$ cat src/rtl/matrix_scanner.sv
// matrix_scanner: self-timed LED-matrix row scanner with a double-buffered frame image.
// An internal row counter and dwell timer step through the rows. Each row slot starts
// with a blanking window. A newly loaded image is swapped in only at a frame boundary,
// so a frame is never shown half old and half new.
//
// Ports:
//   clk          in   1          system clock, rising edge
//   reset        in   1          synchronous active-high reset
//   enable       in   1          scanning enable; low forces timer to row 0 / tick 0
//   input_matrix in   PIXEL      new frame image, bit j*COL+i = row j, column i, 1 = lit
//   load         in   1          strobe: capture input_matrix
//   j_out        out  COL        column drive (registered)
//   row_out      out  ROW        one-hot row select (registered)
//   count        out  BIT_COUNT  row index of the displayed state (registered)
//   frame_start  out  1          pulse when outputs reflect row 0, tick 0
//   pending      out  1          a captured frame waits for the next boundary
module matrix_scanner #(
    parameter int unsigned ROW            = 4,
    parameter int unsigned COL            = 4,
    parameter int unsigned PIXEL          = ROW * COL,
    parameter int unsigned BIT_COUNT      = 2,
    parameter int unsigned DWELL          = 1000,
    parameter int unsigned BLANK          = 16,
    parameter int unsigned COL_ACTIVE_LOW = 1,
    parameter int unsigned ROW_ACTIVE_LOW = 0
) (
    input  logic                 clk,
    input  logic                 reset,
    input  logic                 enable,
    input  logic [PIXEL-1:0]     input_matrix,
    input  logic                 load,
    output logic [COL-1:0]       j_out,
    output logic [ROW-1:0]       row_out,
    output logic [BIT_COUNT-1:0] count,
    output logic                 frame_start,
    output logic                 pending
);

    localparam int unsigned TW      = (DWELL > 1) ? $clog2(DWELL) : 1;
    localparam logic        COL_OFF = (COL_ACTIVE_LOW != 0);
    localparam logic        ROW_OFF = (ROW_ACTIVE_LOW != 0);

    logic [TW-1:0]        tick_q,    tick_d;
    logic [BIT_COUNT-1:0] cnt_q,     cnt_d;
    logic [PIXEL-1:0]     active_q,  active_d;
    logic [PIXEL-1:0]     pbuf_q,    pbuf_d;
    logic                 pend_q,    pend_d;
    logic [COL-1:0]       j_out_q,   j_out_d;
    logic [ROW-1:0]       row_out_q, row_out_d;
    logic [BIT_COUNT-1:0] count_q,   count_d;
    logic                 fs_q,      fs_d;

    logic                 boundary;
    logic                 drive;
    logic [COL-1:0]       row_bits;

    // Next-state: timer, buffers and registered output values
    always_comb begin
        tick_d    = tick_q;
        cnt_d     = cnt_q;
        active_d  = active_q;
        pbuf_d    = pbuf_q;
        pend_d    = pend_q;
        j_out_d   = {COL{COL_OFF}};
        row_out_d = {ROW{ROW_OFF}};
        count_d   = '0;
        fs_d      = 1'b0;
        row_bits  = '0;

        // While enabled, state (0,0) occurs for exactly one cycle per frame: after
        // reset, after re-enable, or right after the row counter wraps.
        boundary = enable && (tick_q == '0) && (cnt_q == '0);
        drive    = enable && (int'(tick_q) >= int'(BLANK));

        if (!enable) begin
            tick_d = '0;
            cnt_d  = '0;
        end else if (tick_q == TW'(DWELL - 1)) begin
            tick_d = '0;
            cnt_d  = (cnt_q == BIT_COUNT'(ROW - 1)) ? '0 : cnt_q + BIT_COUNT'(1);
        end else begin
            tick_d = tick_q + TW'(1);
        end

        // Last load before the boundary wins.
        if (load) begin
            pbuf_d = input_matrix;
            pend_d = 1'b1;
        end

        // A load coinciding with the boundary bypasses the pending buffer.
        if (boundary) begin
            if (load) begin
                active_d = input_matrix;
            end else if (pend_q) begin
                active_d = pbuf_q;
            end
            pend_d = 1'b0;
        end

        // Display from active_d so row 0 of a new frame already shows the new image.
        row_bits = COL'(active_d >> (32'(cnt_q) * COL));
        if (drive) begin
            j_out_d = row_bits ^ {COL{COL_OFF}};
            for (int r = 0; r < int'(ROW); r++) begin
                row_out_d[r] = (cnt_q == BIT_COUNT'(r)) ? ~ROW_OFF : ROW_OFF;
            end
        end
        count_d = enable ? cnt_q : '0;
        fs_d    = boundary;
    end

    // State and output registers
    always_ff @(posedge clk) begin
        if (reset) begin
            tick_q    <= '0;
            cnt_q     <= '0;
            active_q  <= '0;
            pbuf_q    <= '0;
            pend_q    <= 1'b0;
            j_out_q   <= {COL{COL_OFF}};
            row_out_q <= {ROW{ROW_OFF}};
            count_q   <= '0;
            fs_q      <= 1'b0;
        end else begin
            tick_q    <= tick_d;
            cnt_q     <= cnt_d;
            active_q  <= active_d;
            pbuf_q    <= pbuf_d;
            pend_q    <= pend_d;
            j_out_q   <= j_out_d;
            row_out_q <= row_out_d;
            count_q   <= count_d;
            fs_q      <= fs_d;
        end
    end

    assign j_out       = j_out_q;
    assign row_out     = row_out_q;
    assign count       = count_q;
    assign frame_start = fs_q;
    assign pending     = pend_q;

endmodule

$ cat config.mk
export PLATFORM = sky130hd
export DESIGN_NAME = matrix_scanner
export DESIGN_NICKNAME = d
export VERILOG_FILES = /design/src/rtl/matrix_scanner.sv
export SDC_FILE = /design/constraint.sdc
export NUM_CORES = 1
export LEC_CHECK = 0
export ABC_AREA = 1
export CAP_MARGIN = 20
export CORE_ASPECT_RATIO = 1.1
export CORE_UTILIZATION = 35
export DETAILED_ROUTE_END_ITERATION = 12
export SYNTH_ARGS = -nofsm -noshare
export SYNTH_HDL_FRONTEND = slang
export SYNTH_SLANG_ARGS = --single-unit
$ cat constraint.sdc
create_clock -name clk -period 1.85 [get_ports clk]
set_clock_uncertainty 0.05 [all_clocks]
set_input_delay 0.4625 -clock clk [delete_from_list [all_inputs] [get_ports clk]]
set_output_delay 0.4625 -clock clk [all_outputs]
set_load 0.05 [all_outputs]
==> results of run 1 <==
[state kept, by name, indices dropped and copies added (netlist names)]
register	cells
active_q	16
cnt_q	2
count	2
frame_start	1
j_out	4
pbuf_q	16
pending	1
row_out	4
tick_q	10
[final timing paths]
| kind | start | cells after the start | slack, ns | to |
|---|---|---|---|---|
| setup / recovery | enable | 11 | 0.15 | j_out[2]$_SDFF_PP1_ |
| hold / removal | pbuf_q[9]$_SDFFE_PP0P_ | 2 | 0.42 | pbuf_q[9]$_SDFFE_PP0P_ |
| setup reg to reg | cnt_q[1]$_SDFFE_PP0P_ | 12 | 0.20 | j_out[2]$_SDFF_PP1_ |
| hold reg to reg | pbuf_q[9]$_SDFFE_PP0P_ | 2 | 0.42 | pbuf_q[9]$_SDFFE_PP0P_ |
[kinds of logic after synthesis]
| logic type | after synthesis | share of synthesized area [%] |
|---|---|---|
| compound gates | 36 | 7.63 |
| xor+xnor | 6 | 2.16 |
| fa+ha+maj | 6 | 3.09 |
| buf+inv | 38 | 6.39 |
| flops | 56 | 46.2 |
| simple gates | 190 | 34.5 |
[power by group through the flow]
stage	Sequential (W)	Clock, W	Combinational, W
CTS	0.00128	0.000891	0.000334
global route	0.00128	0.000936	0.000378
global placement	0.00130	0	0.000330
detailed placement	0.00130	0	0.000333
finish	0.00127	0.000857	0.000333
floorplan	0.00131	0	0.000181
[layer usage]
metal  vias up  part of all wire, %
met5         -                    0
met4         0                 0.84
met3         4                  3.4
met2        31                   47
met1       919                   49
li1       1168                    -
[per-stage QoR]
step | worst slack (ns) | total power (W) | cells | TNS [ns]
CTS | 0.140 | 0.00250 | 471 | 0
global placement | -0.160 | 0.00163 | 463 | -1.33
detailed placement | -0.179 | 0.00164 | 463 | -1.53
finish | 0.152 | 0.00246 | 471 | 0
floorplan | 0.133 | 0.00149 | 332 | 0
global route | 0.00422 | 0.00259 | 471 | 0
[cells in the final DEF, fill, tap and decap left out]
cell | Yosys | final
clkinv_1 | 1 | 1
xor2_1 | 4 | 4
clkbuf_8 | 0 | 7
inv_2 | 1 | 1
o21ai_0 | 12 | 11
buf_12 | 0 | 3
xnor2_1 | 2 | 2
a21oi_1 | 22 | 22
nor3_1 | 3 | 3
o21a_1 | 1 | 1
bufinv_16 | 0 | 1
buf_4 | 0 | 38
clkdlybuf4s50_1 | 0 | 19
a211oi_1 | 1 | 1
dfxtp_1 | 56 | 56
nor2_2 | 2 | 2
inv_1 | 25 | 25
nand3_2 | 3 | 2
nor2_4 | 2 | 2
nand2_2 | 2 | 2
nand2_1 | 82 | 82
ha_1 | 6 | 6
nor2_1 | 42 | 42
nand4_1 | 1 | 1
or2_2 | 7 | 7
nand3_4 | 0 | 1
nand3_1 | 46 | 46
o21ai_1 | 0 | 1
[timing repair]
action / 4_1_cts / 5_1_grt
endpoints found under the setup margin: 0 / 1
gates resized for setup: 0 / 2
setup buffers: 0 / 0
[worst reg2reg max path: stages (launching register included)]
cell	delay, ns
dfxtp_1	0.34
clkinv_1	0.08
ha_1	0.21
nand2_1	0.09
inv_1	0.05
nand3_2	0.07
nor2_4	0.05
buf_12	0.13
buf_12	0.12
nand3_1	0.10
nand3_1	0.09
nand3_1	0.08
nand3_1	0.07
[final cells by class]
type | count | area, um2 | area share [%]
Clock inverter | 1 | 30.0 | 0.955
Inverter | 27 | 101 | 3.22
Tap cell | 82 | 103 | 3.26
Clock buffer | 7 | 96.3 | 3.06
Timing Repair Buffer | 60 | 536 | 17.0
Multi-Input combinational cell | 238 | 1160 | 36.8
Sequential cell | 56 | 1120 | 35.6
==> impl_metrics.ini, run 1 <==
[timing]
rsz0062_at_grt = no
fmax_mhz = 589
hold_viol_final = 0
fin_crit_sh_pct = 91.8
whs_ns = 0.417
worst_pin_slew_ns = 0.352
maxSlewViolCount = 0
setup_viol = 0
max_slew_margin_pct = 76.6
min_period_ns = 1.70

[grt]
grt.busiest_layer = met2
met2_usage_pct = 26.5
grt_use_total_pct = 16.0
antenna_found_initial = 0
grt_overflow = 0
use_met1_pct = 20.8
grt_pass1_wl_um = 8960
grt_max_degree = 33
grt_pass1_vias = 1981
grt_util_met3_pct = 3.16

[critical_path]
required_ns = 2.05
cp_slowest_cell = clkdlybuf4s50_1
worst-path-buf-inv = 4
worstSetupPathType = in -> reg
worst_setup_path_start_kind = primary input
critPathMaxFanout = 12
arrival_ns = 1.90
cp_common_cell = nand3_1
max_stage_delay_ns = 0.49
cp-end-kind = register
cp_top_family = buffers and inverters
path_cells = clkdlybuf4s50_1 > nand2_1 > inv_1 > nand3_2 > nor2_4 > buf_12 > buf_12 > nand3_1 > nand3_1 > nand3_1 > nand3_1

[final_layout]
antennaDiodeCount = 0
postLayoutCellArea_um2 = 3150
drive_above_1_share_pct = 17.0
area_growth_pct = 29.6
num-fill-cells = 640
utilization_pct = 47.4
fin_nets = 414

[place]
gp_congestion = 0.786
place_area_um2 = 3010
dp.final_hpwl_um = 3870
port_buffers = 31

[synth]
synth_edf_count = 0
synth_area_leaders = dfxtp_1 (46%), nand2_1 (13%), nand3_1 (9.5%), nor2_1 (6.5%), a21oi_1 (4.5%)
async_flop_share_pct = 0
yosysTopAreaCellShare_pct = 46.2
synthFlopType = dfxtp_1
syn_area_um2 = 2430
yosysSeqAreaShare_pct = 46.2
syn_inst = 332
ys_ff_latch = 56
ys_warn_count = 0
synth_area_per_cell_um2 = 7.31
synthTopCellsByCount = nand2_1 (82), dfxtp_1 (56), nand3_1 (46), nor2_1 (42), inv_1 (25)
synth.most_common_cell = nand2_1
synth_top_area_cell = dfxtp_1
synth_fp_nets = 358
yosysUniqueCellTypes = 24

[run]
maxCapViolations = 0

[routing]
antenna_left = 0
wl_per_cell_um = 10.9
drc = 0
vias = 2122
drt_wl_total_um = 5130
dr.pass1.iters = 4
drt_iter0_markers = 79
viasPerCell = 4.51

[clocking]
clk-insertion-delay-late_ns = 0.30
numCtsBuffers = 5
clockBufferDepth = 2
cts_max_level = 2
clk_pin_slew_ns = 0.09
cts_tree = built
cts_hold_buf = 0
cts_sinks = 56
cts_root_buf = clkbuf_8

[pwr]
p_int_w = 0.00189
swShare_pct = 23.2
power-per-cell-area_nw_per_um2 = 784
power_frac_comb_pct = 13.5
p_leak_nw = 1.39
p_clk_share_pct = 34.8
vdd_drop_max_mv = 0.356
p_seq_share_pct = 51.7
p_switching_w = 0.000572

[run_status]
status = finished, final reports clean

[floorplanning]
core_area_um2 = 6630
rows = 31
die-area_um2 = 7270
initial_core_util_pct = 36.6
ioPinCount = 32
dieHeight_um = 89.3
chipWidth_um = 81.4

[worst_hold_path]
holdCritPathClass = reg -> reg
Power figures use the tool's default switching activity.
==> inputs of run 2 (changes only) <==
--- a/config.mk
+++ b/config.mk
@@ -10,6 +10,8 @@
 export CORE_ASPECT_RATIO = 1.1
 export CORE_UTILIZATION = 35
 export DETAILED_ROUTE_END_ITERATION = 12
+export RECOVER_POWER = 25
+export REMOVE_ABC_BUFFERS = 1
 export SYNTH_ARGS = -nofsm -noshare
 export SYNTH_HDL_FRONTEND = slang
 export SYNTH_SLANG_ARGS = --single-unit
==> run 2 against run 1 <==
Fmax shrank 1.3%; routed wire length grew 1.7%; final area shrank 1.8%; critical path type is now reg -> out; largest power group unchanged; highest routed layer unchanged.
==> impl_metrics.ini, run 2 (synthesis results as in run 1) <==
[run_status]
status = finished, final reports clean

[timing]
min_period_ns = 1.72
maxSlewViolCount = 0
fmax_mhz = 581
fin_crit_sh_pct = 93.0
worst_pin_slew_ns = 0.661
max_slew_margin_pct = 56.0
hold_viol_final = 0
setup_viol = 0
whs_ns = 0.417
tns_ns = 0
rsz0062_at_grt = no

[routing]
vias = 2186
drt_iter0_markers = 57
drc = 0
drt_wl_total_um = 5210
antenna_left = 0
dr.pass1.iters = 4
viasPerCell = 4.66
wl_per_cell_um = 11.1

[final_layout]
area_growth_pct = 27.2
num-fill-cells = 689
drive_above_1_share_pct = 14.5
layout_commonest_cell = nand2_1
top_regs = active_q: 16 flops, pbuf_q: 16 flops, tick_q: 10 flops
seq_area_um2 = 1120
postLayoutCellArea_um2 = 3090
fin_nets = 412
utilization_pct = 46.6
final_cell_mix = nand2_1 (82), dfxtp_1 (56), nand3_1 (46)
instances_no_fill = 469
antennaDiodeCount = 0
multi_input_area_um2 = 1150

[clocking]
clk-insertion-delay-late_ns = 0.31
cts_tree = built
cts_hold_buf = 0
clockBufferDepth = 2
cts_root_buf = clkbuf_8
clk_pin_slew_ns = 0.10
numCtsBuffers = 5
cts_setup_buffers = 0
postCtsResizedCells = 0
cts_max_level = 2
cts_sinks = 56

[critical_path]
max_stage_delay_ns = 0.53
cp-end-kind = output pin
critPathMaxFanout = 8
worst_setup_path_start_kind = register
arrival_ns = 1.21
cp_top_family = flip-flops
reg2regPathDepth = 11
cp_slowest_cell = dfxtp_1
required_ns = 1.34
worstSetupPathType = reg -> out
worst-path-buf-inv = 2
path_cells = buf_4 > buf_12
cp_num_cells = 2

[pwr]
vdd_drop_max_mv = 0.352
power-per-cell-area_nw_per_um2 = 775
p_leak_nw = 1.35

[place]
place_area_um2 = 3010
port_buffers = 31
dp.cells = 461
dp.final_hpwl_um = 3800
gp_congestion = 0.781

[worst_hold_path]
holdCritPathClass = reg -> reg
hold_path_depth = 2

[run]
maxCapViolations = 0

[floorplanning]
die-area_um2 = 7270
rows = 31
dieHeight_um = 89.3
initial_core_util_pct = 36.6
ioPinCount = 32
chipWidth_um = 81.4
core_area_um2 = 6630

[grt]
grt_pass1_vias = 2010
grt_pass1_wl_um = 8820
grt_max_degree = 33
antenna_found_initial = 0
grt_use_total_pct = 15.8
grt_overflow = 0
==> run 2: stage by stage <==
stage / worst slack, ns / total power (W)
after floorplan: 0.101 / 0.00147
after global placement: -0.178 / 0.00163
after detailed placement: -0.195 / 0.00163
after CTS: 0.122 / 0.00242
after global routing: 0.0346 / 0.00250
final: 0.130 / 0.00239
==> run 2: path summary, 6_finish.rpt <==
path / startpoint / end / slack [ns]
setup / recovery: pending$_SDFFE_PP0P_ / pending / 0.13
setup reg to reg: tick_q[0]$_SDFF_PP0_ / j_out[2]$_SDFF_PP1_ / 0.18
hold reg to reg: pbuf_q[11]$_SDFFE_PP0P_ / pbuf_q[11]$_SDFFE_PP0P_ / 0.42
hold / removal: pbuf_q[11]$_SDFFE_PP0P_ / pbuf_q[11]$_SDFFE_PP0P_ / 0.42
==> run 2: worst min-delay path, cell delays in order (launching register included) <==
cell and delay [ns]:
dfxtp_1 0.32, nand2_1 0.06, a21oi_1 0.05
==> run 2: routing by layer <==
| layer | up-vias | track usage [%] | wire, um |
|---|---|---|---|
| met5 | - | 0 | 0 |
| li1 | 1166 | - | - |
| met2 | 32 | 27.7 | 2460 |
| met1 | 982 | 19.2 | 2500 |
| met3 | 6 | 2.86 | 162 |
| met4 | 0 | 5.84 | 83 |
==> run 2: final cells by class <==
type | count | share of cell area (%)
multi-input combinational | 238 | 37.3
sequential | 56 | 36.3
timing repair buffer | 58 | 16.3
tap | 82 | 3.32
inverter | 27 | 3.28
clock buffer | 6 | 2.35
clock inverter | 2 | 1.13
==> run 2: where the power goes <==
group          total [W]  internal, W  switching, W
logic           0.000327     0.000158      0.000169
clock network   0.000791     0.000402      0.000389
registers        0.00128      0.00125     0.0000219
total            0.00239      0.00181      0.000580
